<file path="config.mk">
export PLATFORM = sky130hd
export DESIGN_NAME = gen_pulso
export DESIGN_NICKNAME = d
export VERILOG_FILES = /design/src/rtl/gen_pulso.sv
export SDC_FILE = /design/constraint.sdc
export NUM_CORES = 1
export LEC_CHECK = 0
export CAP_MARGIN = 5
export CORE_UTILIZATION = 59
export CTS_CLUSTER_DIAMETER = 150
export DETAILED_ROUTE_END_ITERATION = 8
export PLACE_DENSITY = 0.8
export SETUP_SLACK_MARGIN = 0.5
export SYNTH_ARGS = -nofsm -noshare
export SYNTH_HDL_FRONTEND = slang
export SYNTH_SLANG_ARGS = --single-unit
</file>
<file path="constraint.sdc">
create_clock -name CLK -period 3.41 [get_ports CLK]
set_input_delay 0.5115 -clock CLK [delete_from_list [all_inputs] [get_ports CLK]]
set_output_delay 0.5115 -clock CLK [all_outputs]
set_load 0.03 [all_outputs]
</file>
<file path="src/rtl/gen_pulso.sv">
// Push-button conditioner: 2-flop synchroniser, tick-sampled debounce, one-cycle press pulse,
// plus CLK3/CLK4 divided square-wave outputs. Define RELEASE_PULSE_EN to also pulse on release.
`timescale 1ns / 1ps

module gen_pulso #(
    parameter int unsigned DIV3_HALF   = 500,
    parameter int unsigned DIV4_HALF   = 5,
    parameter int unsigned DEB_SAMPLES = 4
) (
    input  logic CLK,
    input  logic RESET,
    input  logic KEY,
    output logic SALIDA,
    output logic CLK3,
    output logic CLK4
);

    localparam int unsigned C3W = (DIV3_HALF > 1) ? $clog2(DIV3_HALF) : 1;
    localparam int unsigned C4W = (DIV4_HALF > 1) ? $clog2(DIV4_HALF) : 1;
    localparam int unsigned DW  = (DEB_SAMPLES > 1) ? $clog2(DEB_SAMPLES) : 1;

    localparam logic [C3W-1:0] C3_LAST   = C3W'(DIV3_HALF - 1);
    localparam logic [C4W-1:0] C4_LAST   = C4W'(DIV4_HALF - 1);
    localparam logic [DW-1:0]  DCNT_LAST = DW'(DEB_SAMPLES - 1);

    logic [C3W-1:0] c3_q, c3_d;
    logic [C4W-1:0] c4_q, c4_d;
    logic [DW-1:0]  dcnt_q, dcnt_d;
    logic           clk3_q, clk3_d;
    logic           clk4_q, clk4_d;
    logic           sync1_q, key_s_q;
    logic           deb_q, deb_d;
    logic           deb_prev_q;
    logic           salida_q, salida_d;
    logic           wrap3, tick;

    always_comb begin
        wrap3  = (c3_q == C3_LAST);
        // Tick marks the wrap that is about to raise CLK3.
        tick   = wrap3 & ~clk3_q;
        c3_d   = wrap3 ? '0 : c3_q + 1'b1;
        clk3_d = clk3_q ^ wrap3;

        c4_d   = c4_q;
        clk4_d = clk4_q;
        if (tick) begin
            if (c4_q == C4_LAST) begin
                c4_d   = '0;
                clk4_d = ~clk4_q;
            end else begin
                c4_d = c4_q + 1'b1;
            end
        end

        deb_d  = deb_q;
        dcnt_d = dcnt_q;
        if (tick) begin
            if (key_s_q == deb_q) begin
                dcnt_d = '0;
            end else if (dcnt_q == DCNT_LAST) begin
                deb_d  = key_s_q;
                dcnt_d = '0;
            end else begin
                dcnt_d = dcnt_q + 1'b1;
            end
        end

`ifdef RELEASE_PULSE_EN
        salida_d = deb_q ^ deb_prev_q;
`else
        salida_d = deb_q & ~deb_prev_q;
`endif
    end

    always_ff @(posedge CLK) begin
        if (!RESET) begin
            c3_q       <= '0;
            c4_q       <= '0;
            dcnt_q     <= '0;
            clk3_q     <= 1'b0;
            clk4_q     <= 1'b0;
            sync1_q    <= 1'b0;
            key_s_q    <= 1'b0;
            deb_q      <= 1'b0;
            deb_prev_q <= 1'b0;
            salida_q   <= 1'b0;
        end else begin
            c3_q       <= c3_d;
            c4_q       <= c4_d;
            dcnt_q     <= dcnt_d;
            clk3_q     <= clk3_d;
            clk4_q     <= clk4_d;
            sync1_q    <= KEY;
            key_s_q    <= sync1_q;
            deb_q      <= deb_d;
            deb_prev_q <= deb_q;
            salida_q   <= salida_d;
        end
    end

    assign SALIDA = salida_q;
    assign CLK3   = clk3_q;
    assign CLK4   = clk4_q;

endmodule

</file>
==> metrics.txt <==
GRT Util Overall 19.4%; Comb power frac 3.8%; postcts setup bufs 0; dpl cells approximately 110; slowest CP cell dfxtp_1; WP data required 3.64 ns; Slew headroom 67.8%; unrepaired setup endpoints after global routing no; largest net degree at the start of global routing 18; final wirelength 1340 um; Max-cap violations 0; switching power 0.0796 mW; Detail Placement HPWL roughly 1000 um; met1 usage a little under a quarter; first-iteration detailed-routing DRC count 12; Skew-Pair Late Insertion Delay between 0.2 and 0.3 ns; num rows 13; Tmin final 1.87 ns; DR vias 633; DR vias/cell 5.50; Routed Antenna Nets 0; CP cell instances ha_1 > nand4bb_4 > nor2_1 > ha_1 > nor3b_1 > a21oi_1 > nor2b_1; synth warn 0; initial cell density of the core 66.8%; Hold Crit Class register to register; Top cell by count, worst path ha_1; Pint 0.302 mW; Hold Fails Final Rpt 0; number of synthesized register bits 21; clock power share 29.8%; setup violators final 0; dpl cell area 973 um^2; Num CTS Buffers 3; Remaining Overflow, GRT 0; initial antenna violation count 0; Mapped Avg Cell Area 9.82 um^2; part of the power in registers 66.3%; Main synth FF type dfxtp_1; Slew Viols, Final 0; Slew @ Worst Pin 0.481 ns; Core Box Area approximately 1400 um^2; met2 usage 33.2%; Commonest cells post-synth 21 x dfxtp_1, 7 x inv_1, 7 x nor2b_1, 6 x nor2_1; busiest grt layer met2; IO buf count 5; maximum clock path buffer count 2; area delta synth->final 9.45%; power per cell area 382 nW/um^2; final worst slack roughly 1.5 ns; CTS Hold Bufs 0; most frequent cell after synthesis dfxtp_1; diodes inserted 0; Max VDD drop 0.000382 V; Final Cycle Share 54.9%; Clock Tree Root clkbuf_4; area share of the largest cell type after synthesis a little under half; die height 41.3 um; CP Class register to register; post-route cell area around 1000 um^2; Sink Count 21; CTS tree yes; CTS H-Tree Depth 1; die area 1710 um^2; layout cells sized above 1 8.00%; top post-synthesis cells by area dfxtp_1 46%, ha_1 6.8%, nor2b_1 4.8%, xnor2_1 3.8%, and2_1 3.4%; highest net fanout along the worst path 10; critical path's top delay family adder cells; leading area contributor after synthesis dfxtp_1; Worst Skew 0.00106 ns; global placer's final weighted congestion 0.647; first drt pass iteration count 4; worst stage delay on the critical path ~0.4 ns; vias in the first global route roughly 540; Seq/Total Area, Yosys 46.0%; Mapped Cells 93; Buf/Inv on CP 0; Peak Freq 534 MHz; sw frac around a fifth; Post-Syn Area approximately 910 um^2; M3 GR Usage between 4 and 5%; Netlist cell types 30; Non-Filler Instances 115; Clock transition at path regs about 0.11 ns; DRC 0; Post-synth EDFFs 0; signal arrival time at the worst endpoint between 2 and 2.5 ns; post-cts gate resize count 0; # nets final 109; Avg WL per Cell 11.7 um; first-pass GRT wire length 2150 um; Setup crit start kind register; Lkg Pwr 0.366 nW; Net Count, Synth a little over 100; fraction of registers with async set/reset 0%; Ports 6; Post-Place Setup Slack 1.54 ns; crit end category register; status completed; Die Wd 41.3 um; setup_tns 0 ns
final timing paths:
path / startpoint / to / slack (ns) / depth (start not counted)
min: deb_prev_q / SALIDA / 0.40 / 1
max reg2reg: c3_q[0] / dcnt_q[0] / 1.54 / 7
max: c3_q[0] / dcnt_q[0] / 1.54 / 7
min reg2reg: deb_prev_q / SALIDA / 0.40 / 1
power groups by stage:
| stage | logic (mW) | registers [mW] | clock network [mW] |
|---|---|---|---|
| finish | 0.0147 | 0.253 | 0.114 |
| floorplan | 0.0100 | 0.258 | 0 |
| global placement | 0.0143 | 0.259 | 0 |
| global route | 0.0165 | 0.254 | 0.125 |
| detailed placement | 0.0149 | 0.259 | 0 |
| CTS | 0.0150 | 0.253 | 0.117 |
final cells by class:
class	count	area, um^2
inverters	7	26.3
well taps	15	18.8
repair buffers	5	50.0
flip-flops and latches	21	420
clock buffers	4	26.3
multi-input cells	63	458
fillers	94	367
metrics by stage:
stage	total power, mW	utilization [%]	hold WS, ns
after global routing	0.396	73.2	0.419
after floorplan	0.268	-	0.367
after detailed placement	0.274	71.2	0.386
after global placement	0.273	71.2	0.373
final	0.382	73.2	0.396
after CTS	0.386	73.2	0.402
sequential cells by signal (all words and copies together) (netlist names):
signal	count
c3_q	9
CLK4	1
deb_prev_q	1
SALIDA	1
dcnt_q	2
key_s_q	1
deb_q	1
CLK3	1
sync1_q	1
c4_q	3
cell usage in the layout (no fill, tap or decap), drive strengths merged:
cell           synthesis  final
or3                    1      1
mux2i                  3      3
nor2b                  7      7
nand3                  5      5
o221a                  1      1
nand4                  2      2
o21ai                  4      4
nor2                   6      6
a211o                  1      1
nor3b                  1      1
a21boi                 2      2
nand2b                 1      1
a21oi                  4      4
and3                   1      1
inv                    7      7
xnor2                  4      4
and2                   5      5
o32ai                  1      1
ha                     5      5
nand3b                 1      1
nand4bb                1      1
nand2                  5      5
o21a                   1      1
dfxtp                 21     21
clkdlybuf4s50          0      5
xor2                   1      1
clkbuf                 1      4
logic make-up (layout without fill, tap and decap cells):
group / after synthesis / after routing / share of synthesized area (%)
xor gates and xnor gates: 5 / 5 / 4.79
and+or+nand+nor: 36 / 36 / 24.8
muxes: 3 / 3 / 3.29
buffers and inverters: 9 / 16 / 3.84
AOI/OAI and AO/OA: 14 / 14 / 10.4
adders and majority gates: 5 / 5 / 6.85
DFF: 21 / 21 / 46.0
worst register-to-register path, stage by stage, from the launching register on:
cell	delay, ns
dfxtp_1	0.40
ha_1	0.29
nand4bb_4	0.16
nor2_1	0.11
ha_1	0.37
nor3b_1	0.25
a21oi_1	0.10
nor2b_1	0.13
metal layers:
metal | up-vias | wire length, um
li1 | 330 | -
met2 | 6 | 647
met3 | 2 | 29
met5 | - | 0
met1 | 295 | 653
met4 | 0 | 14
Note: power is estimated with default switching activity, not from simulation.
